$ cat config.mk
export PLATFORM = sky130hd
export DESIGN_NAME = disc_draw_ctrl_flat
export DESIGN_NICKNAME = d
export VERILOG_FILES = /design/src/rtl/disc_draw_ctrl_if.sv /design/src/rtl/disc_draw_ctrl.sv /design/src/flat_wrapper.sv
export SDC_FILE = /design/constraint.sdc
export NUM_CORES = 1
export LEC_CHECK = 0
export ABC_AREA = 1
export ABC_CLOCK_PERIOD_IN_PS = 2000
export CORE_ASPECT_RATIO = 1.5
export CORE_MARGIN = 8
export CORE_UTILIZATION = 50
export DETAILED_ROUTE_END_ITERATION = 10
export PLACE_DENSITY_LB_ADDON = 0.25
export SLEW_MARGIN = 40
export SYNTH_ARGS = -nofsm -noshare
export SYNTH_HDL_FRONTEND = slang
export SYNTH_SLANG_ARGS = --single-unit
$ cat constraint.sdc
create_clock -name clk -period 2 [get_ports clk]
set_clock_uncertainty 0.05 [all_clocks]
set_input_delay 0.2 -clock clk [delete_from_list [all_inputs] [get_ports clk]]
set_output_delay 0.2 -clock clk [all_outputs]
set_load 0.03 [all_outputs]
$ cat src/rtl/disc_draw_ctrl_if.sv
// Drop-request handshake plus datapath/VGA control bundle for disc_draw_ctrl.
// Cursor preview signals exist only when DISC_DRAW_PREVIEW_EN is defined.
interface disc_draw_ctrl_if;
  logic       drop_valid;
  logic [2:0] drop_col;
  logic       drop_player;
  logic       drop_ready;
  logic       drop_done;
  logic       drop_reject;
  logic       board_full;
  logic [3:0] pixel_count;
  logic [2:0] decoded_height;
  logic [2:0] location;
  logic       go;
  logic       player;
  logic       plot;
`ifdef DISC_DRAW_PREVIEW_EN
  logic [2:0] cursor_col;
  logic       cursor_player;

  modport master (
    output drop_valid, drop_col, drop_player, cursor_col, cursor_player,
    input  drop_ready, drop_done, drop_reject, board_full,
    input  pixel_count, decoded_height, location, go, player, plot
  );
  modport slave (
    input  drop_valid, drop_col, drop_player, cursor_col, cursor_player,
    output drop_ready, drop_done, drop_reject, board_full,
    output pixel_count, decoded_height, location, go, player, plot
  );
`else
  modport master (
    output drop_valid, drop_col, drop_player,
    input  drop_ready, drop_done, drop_reject, board_full,
    input  pixel_count, decoded_height, location, go, player, plot
  );
  modport slave (
    input  drop_valid, drop_col, drop_player,
    output drop_ready, drop_done, drop_reject, board_full,
    output pixel_count, decoded_height, location, go, player, plot
  );
`endif
endinterface

$ cat src/rtl/disc_draw_ctrl.sv
// Disc drop controller: column fill tracking, landing-row calculation and 4x4 disc plot sequencing.
// Optional cursor preview drawing is enabled by defining DISC_DRAW_PREVIEW_EN.
module disc_draw_ctrl #(
  parameter int NUM_COLS    = 7,
  parameter int NUM_ROWS    = 6,
  parameter int DISC_PIXELS = 16
) (
  input logic             clk,
  input logic             resetn,
  disc_draw_ctrl_if.slave bus
);
  localparam int              FW         = $clog2(NUM_ROWS + 1);
  localparam logic [3:0]      LAST_PIXEL = 4'(DISC_PIXELS - 1);
  localparam logic [FW-1:0]   FULL_LEVEL = FW'(NUM_ROWS);

`ifdef DISC_DRAW_PREVIEW_EN
  typedef enum logic [2:0] {IDLE, CHECK, DRAW, UPDATE, PREVIEW} state_t;
`else
  typedef enum logic [1:0] {IDLE, CHECK, DRAW, UPDATE} state_t;
`endif

  state_t        state_q, state_d;
  logic [FW-1:0] fill_q [NUM_COLS];
  logic [FW-1:0] fill_d [NUM_COLS];
  logic [3:0]    pixel_count_q, pixel_count_d;
  logic [2:0]    decoded_height_q, decoded_height_d;
  logic [2:0]    location_q, location_d;
  logic          go_q, go_d;
  logic          player_q, player_d;
  logic          plot_q, plot_d;
  logic [FW-1:0] cur_fill;
  logic          col_legal;
  logic          board_full_c;
  logic          drop_done_c;
  logic          drop_reject_c;
`ifdef DISC_DRAW_PREVIEW_EN
  logic [2:0]    cursor_col_q, cursor_col_d;
  logic          cursor_player_q, cursor_player_d;
`endif

  // Fill level of the latched column; an out-of-range column matches no entry.
  always_comb begin
    cur_fill     = '0;
    col_legal    = 1'b0;
    board_full_c = 1'b1;
    for (int c = 0; c < NUM_COLS; c++) begin
      if (location_q == 3'(c)) begin
        cur_fill  = fill_q[c];
        col_legal = 1'b1;
      end
      if (fill_q[c] != FULL_LEVEL) board_full_c = 1'b0;
    end
  end

  always_comb begin
    state_d          = state_q;
    fill_d           = fill_q;
    pixel_count_d    = pixel_count_q;
    decoded_height_d = decoded_height_q;
    location_d       = location_q;
    go_d             = go_q;
    player_d         = player_q;
    plot_d           = 1'b0;
    drop_done_c      = 1'b0;
    drop_reject_c    = 1'b0;
`ifdef DISC_DRAW_PREVIEW_EN
    cursor_col_d     = cursor_col_q;
    cursor_player_d  = cursor_player_q;
`endif
    case (state_q)
      IDLE: begin
        if (bus.drop_valid) begin
          location_d = bus.drop_col;
          player_d   = bus.drop_player;
          state_d    = CHECK;
        end
`ifdef DISC_DRAW_PREVIEW_EN
        // A pending cursor change stays pending until IDLE has no drop to accept.
        else if (bus.cursor_col != cursor_col_q || bus.cursor_player != cursor_player_q) begin
          cursor_col_d    = bus.cursor_col;
          cursor_player_d = bus.cursor_player;
          if (32'(bus.cursor_col) < NUM_COLS) begin
            location_d    = bus.cursor_col;
            player_d      = bus.cursor_player;
            go_d          = 1'b0;
            pixel_count_d = '0;
            state_d       = PREVIEW;
          end
        end
`endif
      end
      CHECK: begin
        if (!col_legal || cur_fill == FULL_LEVEL) begin
          drop_reject_c = 1'b1;
          state_d       = IDLE;
        end else begin
          decoded_height_d = 3'(NUM_ROWS - 1 - int'(cur_fill));
          go_d             = 1'b1;
          pixel_count_d    = '0;
          state_d          = DRAW;
        end
      end
      // plot trails pixel_count by one cycle to match the datapath's x/y register.
      DRAW: begin
        plot_d        = 1'b1;
        pixel_count_d = pixel_count_q + 4'd1;
        if (pixel_count_q == LAST_PIXEL) begin
          pixel_count_d = '0;
          state_d       = UPDATE;
        end
      end
      UPDATE: begin
        drop_done_c = 1'b1;
        state_d     = IDLE;
        for (int c = 0; c < NUM_COLS; c++) begin
          if (location_q == 3'(c) && fill_q[c] != FULL_LEVEL) fill_d[c] = fill_q[c] + FW'(1);
        end
      end
`ifdef DISC_DRAW_PREVIEW_EN
      PREVIEW: begin
        plot_d        = 1'b1;
        pixel_count_d = pixel_count_q + 4'd1;
        if (pixel_count_q == LAST_PIXEL) begin
          pixel_count_d = '0;
          state_d       = IDLE;
        end
      end
`endif
      default: state_d = IDLE;
    endcase
  end

  always_ff @(posedge clk or negedge resetn) begin
    if (!resetn) begin
      state_q          <= IDLE;
      fill_q           <= '{default: '0};
      pixel_count_q    <= '0;
      decoded_height_q <= '0;
      location_q       <= '0;
      go_q             <= 1'b0;
      player_q         <= 1'b0;
      plot_q           <= 1'b0;
`ifdef DISC_DRAW_PREVIEW_EN
      cursor_col_q     <= '0;
      cursor_player_q  <= 1'b0;
`endif
    end else begin
      state_q          <= state_d;
      fill_q           <= fill_d;
      pixel_count_q    <= pixel_count_d;
      decoded_height_q <= decoded_height_d;
      location_q       <= location_d;
      go_q             <= go_d;
      player_q         <= player_d;
      plot_q           <= plot_d;
`ifdef DISC_DRAW_PREVIEW_EN
      cursor_col_q     <= cursor_col_d;
      cursor_player_q  <= cursor_player_d;
`endif
    end
  end

  assign bus.drop_ready     = (state_q == IDLE);
  assign bus.drop_done      = drop_done_c;
  assign bus.drop_reject    = drop_reject_c;
  assign bus.board_full     = board_full_c;
  assign bus.pixel_count    = pixel_count_q;
  assign bus.decoded_height = decoded_height_q;
  assign bus.location       = location_q;
  assign bus.go             = go_q;
  assign bus.player         = player_q;
  assign bus.plot           = plot_q;

endmodule
$ cat src/flat_wrapper.sv
// flat-port wrapper written by rule: the top's interface ports become plain ports
module disc_draw_ctrl_flat 
#(
  parameter int NUM_COLS    = 7,
  parameter int NUM_ROWS    = 6,
  parameter int DISC_PIXELS = 16
)
  (clk, resetn, bus_drop_valid, bus_drop_col, bus_drop_player, bus_drop_ready, bus_drop_done, bus_drop_reject, bus_board_full, bus_pixel_count, bus_decoded_height, bus_location, bus_go, bus_player, bus_plot);
  disc_draw_ctrl_if bus_i ();
  input logic clk;
  input logic resetn;
  input wire logic [$bits(bus_i.drop_valid)-1:0] bus_drop_valid;
  input wire logic [$bits(bus_i.drop_col)-1:0] bus_drop_col;
  input wire logic [$bits(bus_i.drop_player)-1:0] bus_drop_player;
  output wire logic [$bits(bus_i.drop_ready)-1:0] bus_drop_ready;
  output wire logic [$bits(bus_i.drop_done)-1:0] bus_drop_done;
  output wire logic [$bits(bus_i.drop_reject)-1:0] bus_drop_reject;
  output wire logic [$bits(bus_i.board_full)-1:0] bus_board_full;
  output wire logic [$bits(bus_i.pixel_count)-1:0] bus_pixel_count;
  output wire logic [$bits(bus_i.decoded_height)-1:0] bus_decoded_height;
  output wire logic [$bits(bus_i.location)-1:0] bus_location;
  output wire logic [$bits(bus_i.go)-1:0] bus_go;
  output wire logic [$bits(bus_i.player)-1:0] bus_player;
  output wire logic [$bits(bus_i.plot)-1:0] bus_plot;
  assign bus_i.drop_valid = bus_drop_valid;
  assign bus_i.drop_col = bus_drop_col;
  assign bus_i.drop_player = bus_drop_player;
  assign bus_drop_ready = bus_i.drop_ready;
  assign bus_drop_done = bus_i.drop_done;
  assign bus_drop_reject = bus_i.drop_reject;
  assign bus_board_full = bus_i.board_full;
  assign bus_pixel_count = bus_i.pixel_count;
  assign bus_decoded_height = bus_i.decoded_height;
  assign bus_location = bus_i.location;
  assign bus_go = bus_i.go;
  assign bus_player = bus_i.player;
  assign bus_plot = bus_i.plot;
  disc_draw_ctrl #(.NUM_COLS(NUM_COLS), .NUM_ROWS(NUM_ROWS), .DISC_PIXELS(DISC_PIXELS)) u_core (.clk(clk), .resetn(resetn), .bus(bus_i));
endmodule
Yosys cells after proc, flatten, opt, wreduce, memory -nomap -nowiden

Cells that the tools add are included.

Bits in registers: 36
Bits in latches: 0
Bits in writable memories: 0
Bits in read-only memories: 0
Bits of input ports: 7
Output and inout port bits: 17
Logic and storage cells: 100
Memories kept: 0

Add/subtract/negate cells: 9
Multiply operators: 0
Div/mod/pow operators: 0
$lt $le $gt $ge: 0
Eq/ne operators: 21
Shifts and indexed selects: 0
Muxes and demuxes: 32
Bitwise gates (word level): 1
Reduce and logical (&&, ||, !) cells: 23

Operator list:

| cell                                                            | count |
|---|---|
| 2-bit AND reduction                                             | 11 |
| 3-bit by 1-bit adder with 3-bit output, second input constant   | 7 |
| 3-bit 2-to-1 mux                                                | 7 |
| 3-bit != test, second input constant                            | 7 |
| 1-bit 2-to-1 mux                                                | 18 |
| 3-bit == test, second input constant                            | 4 |
| 4-bit 2-to-1 mux                                                | 2 |
| 2-bit case mux with 4 select lines                              | 1 |
| 4-bit case mux with 2 select lines                              | 1 |
| 1-bit logical AND                                               | 7 |
| 3-bit by 2-bit == test with 1-bit output, second input constant | 2 |
| 2-bit 2-to-1 mux                                                | 3 |
| 4-bit by 1-bit adder with 4-bit output, second input constant   | 1 |
| 2-bit == test, second input constant                            | 2 |
| 4-bit == test, second input constant                            | 1 |
| 2-bit != test, second input constant                            | 2 |
| 3-bit by 1-bit == test with 1-bit output, second input constant | 1 |
| 3-bit logical NOT                                               | 1 |
| 3-bit subtractor, first input constant                          | 1 |
| 2-bit by 1-bit == test with 1-bit output, second input constant | 1 |
| 2-bit logical NOT                                               | 1 |
| 2-bit by 1-bit != test with 1-bit output, second input constant | 1 |
| 2-bit nonzero test                                              | 1 |
| 1-bit logical NOT                                               | 1 |
| 2 further kinds                                                 | 2 |

Longest topological paths before layout

Word-level depth: 12
Depth in mapped cells: 13

Worst setup path before layout

No wires, ideal clock.

Path type: register to output
Start: register u_core.location_q[2] (netlist: u_core.bus.location[2])
End: output bus_drop_reject
Arrival: 2.019 ns
Required time: 1.750 ns
Setup slack: -0.269 ns
Cell stages (with the launch flop): 10
Buffers on the path: 1
Cells stage by stage: dfrtp_1 inv_2 buf_6 nand4_1 nand2_1 nor2_2 nand4_1 nor2_2 nand3_2 a21boi_0

Cells in the longest elaborated chain, start to end: 12
Elaborated cells between the ends (all ways): 26

RTL lines:

| what                                                               | RTL line              | source |
|---|---|---|
| start, declared                                                    | disc_draw_ctrl.sv:27  | `logic [2:0] location_q, location_d;` |
| start signal, assigned                                             | disc_draw_ctrl.sv:152 | `location_q <= location_d;` |
| 3-bit logical NOT                                                  | disc_draw_ctrl.sv:47  | `if (location_q == 3'(c)) begin` |
| 3-bit 2-to-1 mux or 1-bit 2-to-1 mux (tied branches) (7 in series) | disc_draw_ctrl.sv:47  |  |
| 3-bit == test or 1-bit logical NOT (tied branches)                 | disc_draw_ctrl.sv:93  | `if (!col_legal \|\| cur_fill == FULL_LEVEL) begin` |
| 1-bit logical OR (*)                                               | disc_draw_ctrl.sv:93  |  |
| 1-bit 2-to-1 mux (*)                                               | disc_draw_ctrl.sv:93  |  |
| 1-bit 2-to-1 mux (*)                                               | disc_draw_ctrl.sv:70  | `case (state_q)` |
| end, declared                                                      | flat_wrapper.sv:17    | `output wire logic [$bits(bus_i.drop_reject)-1:0] bus_drop_reject;` |

Mark *: on every way between the ends. The rest lies on a longest branch, timed or not.

Worst setup path in the final report

Ends and elaborated chain as after synthesis.

==> impl_metrics.toml <==
[die]
die_y_um = 93.43
io_pins = 24
core-area_um2 = 3889
die_w_um = 67.62
start_util_pct = 51.38
fp.dieArea_um2 = 6317
rows = 28

[power_and_ir_drop]
p_comb_share_pct = 52.4
p_leak_uw = 0.001225
p_sw_uw = 1636
p_seq_share_pct = 33.2
power_density_nw_per_um2 = 1456
p_int_uw = 2175
p_clk_share_pct = 14.5
ir_worst_vdd_mv = 0.9606
swShare_pct = 42.93

[global_routing]
grt_pass1_wl_um = 7824
grt_max_degree = 37
met2_usage_pct = 26.96
grt-ovfl-total = 0
grt_usage_pct = 15.70
antenna_found_initial = 0
grtUsageMet1_pct = 18.06
met3_usage_pct = 3.353
top_usage_layer = "met2"
grt_pass1_vias = 1738

[setup_path]
cp.arrival_ns = 1.87
slowest_stage = "dfrtp_2"
worstPathMaxFanout = 5
crit_chain = "inv_4 > buf_8 > nor3_4 > buf_4 > nand2_1 > nand4_1 > nor2_2 > nand3_2 > a21boi_2 > buf_6"
cp_top_family = "buffers and inverters"
r2r_end = "u_core.bus.decoded_height[2]$_DFFE_PN0P_"
ff2ff_path_depth = 10
critPathKind = "reg -> out"
cp_num_cells = 10
critPathMaxStageDelay_ns = 0.44
regToRegSetupSlack_ns = 0.09
crit_path_end_kind = "output pin"
cp-startpoint = "u_core.bus.location[2]$_DFFE_PN0P_"
cp-endpoint = "bus_drop_reject"
crit_buf_inv = 4
required_ns = 1.75
start_kind = "register"
r2r-start = "u_core.bus.location[0]$_DFFE_PN0P_"

[layout]
final_cells = 315
layout.nets = 292
final_core_util_pct = 67.28
regArea_um2 = 904.6
mostFrequentLayoutCells = "nand2_1 (44), dfrtp_1 (33), buf_4 (22)"
syn_to_final_growth_pct = 30.93
postLayoutCellArea_um2 = 2616
nFillCells = 294
layout_commonest_cell = "nand2_1"
antenna_cells = 0
multi_input_area_um2 = 1022
drive_above_1_share_pct = 25.19

[detailed_routing]
wl_um = 4661
vias = 1696
drtIter0Drc = 85
dr.pass1.iters = 4
routedWlPerCell_um = 14.80
drc = 0
drt-vias-per-instance = 5.384
ant_nets = 0

[run_status]
status = "finished, violations left"
violations = "setup timing"

[logic_synthesis]
syn_area_um2 = 1998
yosys_warnings = 0
avgSynthCellArea_um2 = 9.124
synth_cell_types = 28
synthCells = 219
seq_area_frac_synth_pct = 45.08
synth-seq-cells = 36
syn_nets = 241

[cts]
cts.htree.levels = 2
worstSkewPairLatency_ns = 0.29
clk_path_buf_depth = 2
cts_tree = "yes"
clk_pin_slew_ns = 0.07
cts.sinks = 36
cts_buffers = 5
clockRootBuffer = "clkbuf_8"

[sta]
hold_violations = 0
relSlewSlack_pct = 70.17
rsz0062_at_grt = "true"
post-route-period-util_pct = 105.8
fin_ws_ns = -0.1159
worst_pin_slew_ns = 0.4475
tns_ns = -0.1159
final-setup-viol-count = 1
slew_violations = 0
fmax_mhz = 472.6
layout_min_cycle_time_ns = 2.116

[placed_design]
dp_cells = 289
gp_congestion = 0.8527
io_buffers = 23
place_area_um2 = 2278
dp.final_hpwl_um = 3253

[flow_run]
max_cap_violations = 0

[hold_path]
hp-class = "in -> async"
==> cell type report <==
class | instances | share of cell area (%)
Inverter | 23 | 3.539
Sequential cell | 36 | 34.58
Tap cell | 45 | 2.152
Clock buffer | 7 | 3.682
Timing Repair Buffer | 48 | 16.98
Multi-Input combinational cell | 156 | 39.07
==> power groups by stage <==
stage	combinational, uW	clock [uW]	sequential (uW)
final	1990	552	1260
after global routing	2180	588	1300
after CTS	1840	558	1260
after detailed placement	1570	0	1270
after global placement	1540	0	1270
after floorplan	892	0	1410
==> synthesized netlist by cell type <==
cell	instances	area (um^2)
dfrtp_1	36	900.9
nand4_1	11	68.82
nand3_1	20	100.1
nor2_1	12	45.04
nand2_2	2	12.51
nor3_1	1	5.000
inv_1	22	82.58
a21oi_1	6	30.03
ha_1	15	187.7
inv_2	1	3.750
nand2_1	46	172.7
nand4_2	1	12.51
nor3_4	1	16.27
xnor2_1	5	43.79
nor2_2	3	18.77
buf_6	4	45.04
xor2_1	9	78.83
o21ai_2	2	17.52
a21boi_0	1	7.510
o211ai_1	1	7.510
o21ai_0	9	45.04
nor3_2	3	30.03
nor4_1	2	12.51
or2_0	1	6.260
mux2_2	1	11.26
a31o_2	1	8.760
nand3_2	2	20.02
nand3b_1	1	7.510
==> state kept, by name, summed over array words and instances, names as in the netlist, named ones only <==
name,cells
u_core.bus.decoded_height,3
u_core.bus.go,1
u_core.bus.location,3
u_core.bus.pixel_count,4
u_core.bus.player,1
u_core.bus.plot,1
u_core.fill_q,21
u_core.state_q,1
==> kinds of logic after synthesis <==
logic type	after synthesis	synth area share (%)
xor+xnor	14	6.137
fa+ha+maj	15	9.393
mux	1	0.5635
compound gates	20	5.824
buf+inv	27	6.575
simple gates	106	26.43
flops	36	45.08
==> worst min-delay path by stage <==
stage                               start                                  to  slack (ns)  depth (start not counted)
after floorplan                    resetn                           async pin       -0.15                          0
after global placement             resetn       u_core.fill_q[15]$_DFFE_PN0P_        0.28                          1
after detailed placement           resetn       u_core.fill_q[15]$_DFFE_PN0P_        0.28                          1
after CTS                 bus_drop_col[1]  u_core.bus.location[1]$_DFFE_PN0P_        0.43                          3
after global routing               resetn       u_core.fill_q[15]$_DFFE_PN0P_        0.42                          2
final                              resetn       u_core.fill_q[18]$_DFFE_PN0P_        0.35                          2
==> timing repair <==
action	CTS	global route
endpoints found under the hold margin	36	0
resized for setup	12	13
pin swaps	5	10
hold buffers	1	0
buffers inserted	10	8
endpoints found under the setup margin	2	6
==> metal layers <==
| metal | wire length, um | vias up |
|---|---|---|
| met5 | 0 | - |
| met4 | 77 | 0 |
| met3 | 246 | 10 |
| met2 | 2383 | 60 |
| met1 | 1954 | 802 |
| li1 | - | 824 |
==> metrics by stage <==
step / setup WS (ns) / hold slack (ns) / total power [uW]
after floorplan: 0.02493 / -0.1456 / 2302
after global placement: 0.008080 / 0.2754 / 2808
after detailed placement: 0.01162 / 0.2812 / 2844
after CTS: -0.07501 / 0.4347 / 3656
after global routing: -0.1799 / 0.4222 / 4065
final: -0.1159 / 0.3484 / 3811
Power figures use the tool's default switching activity.
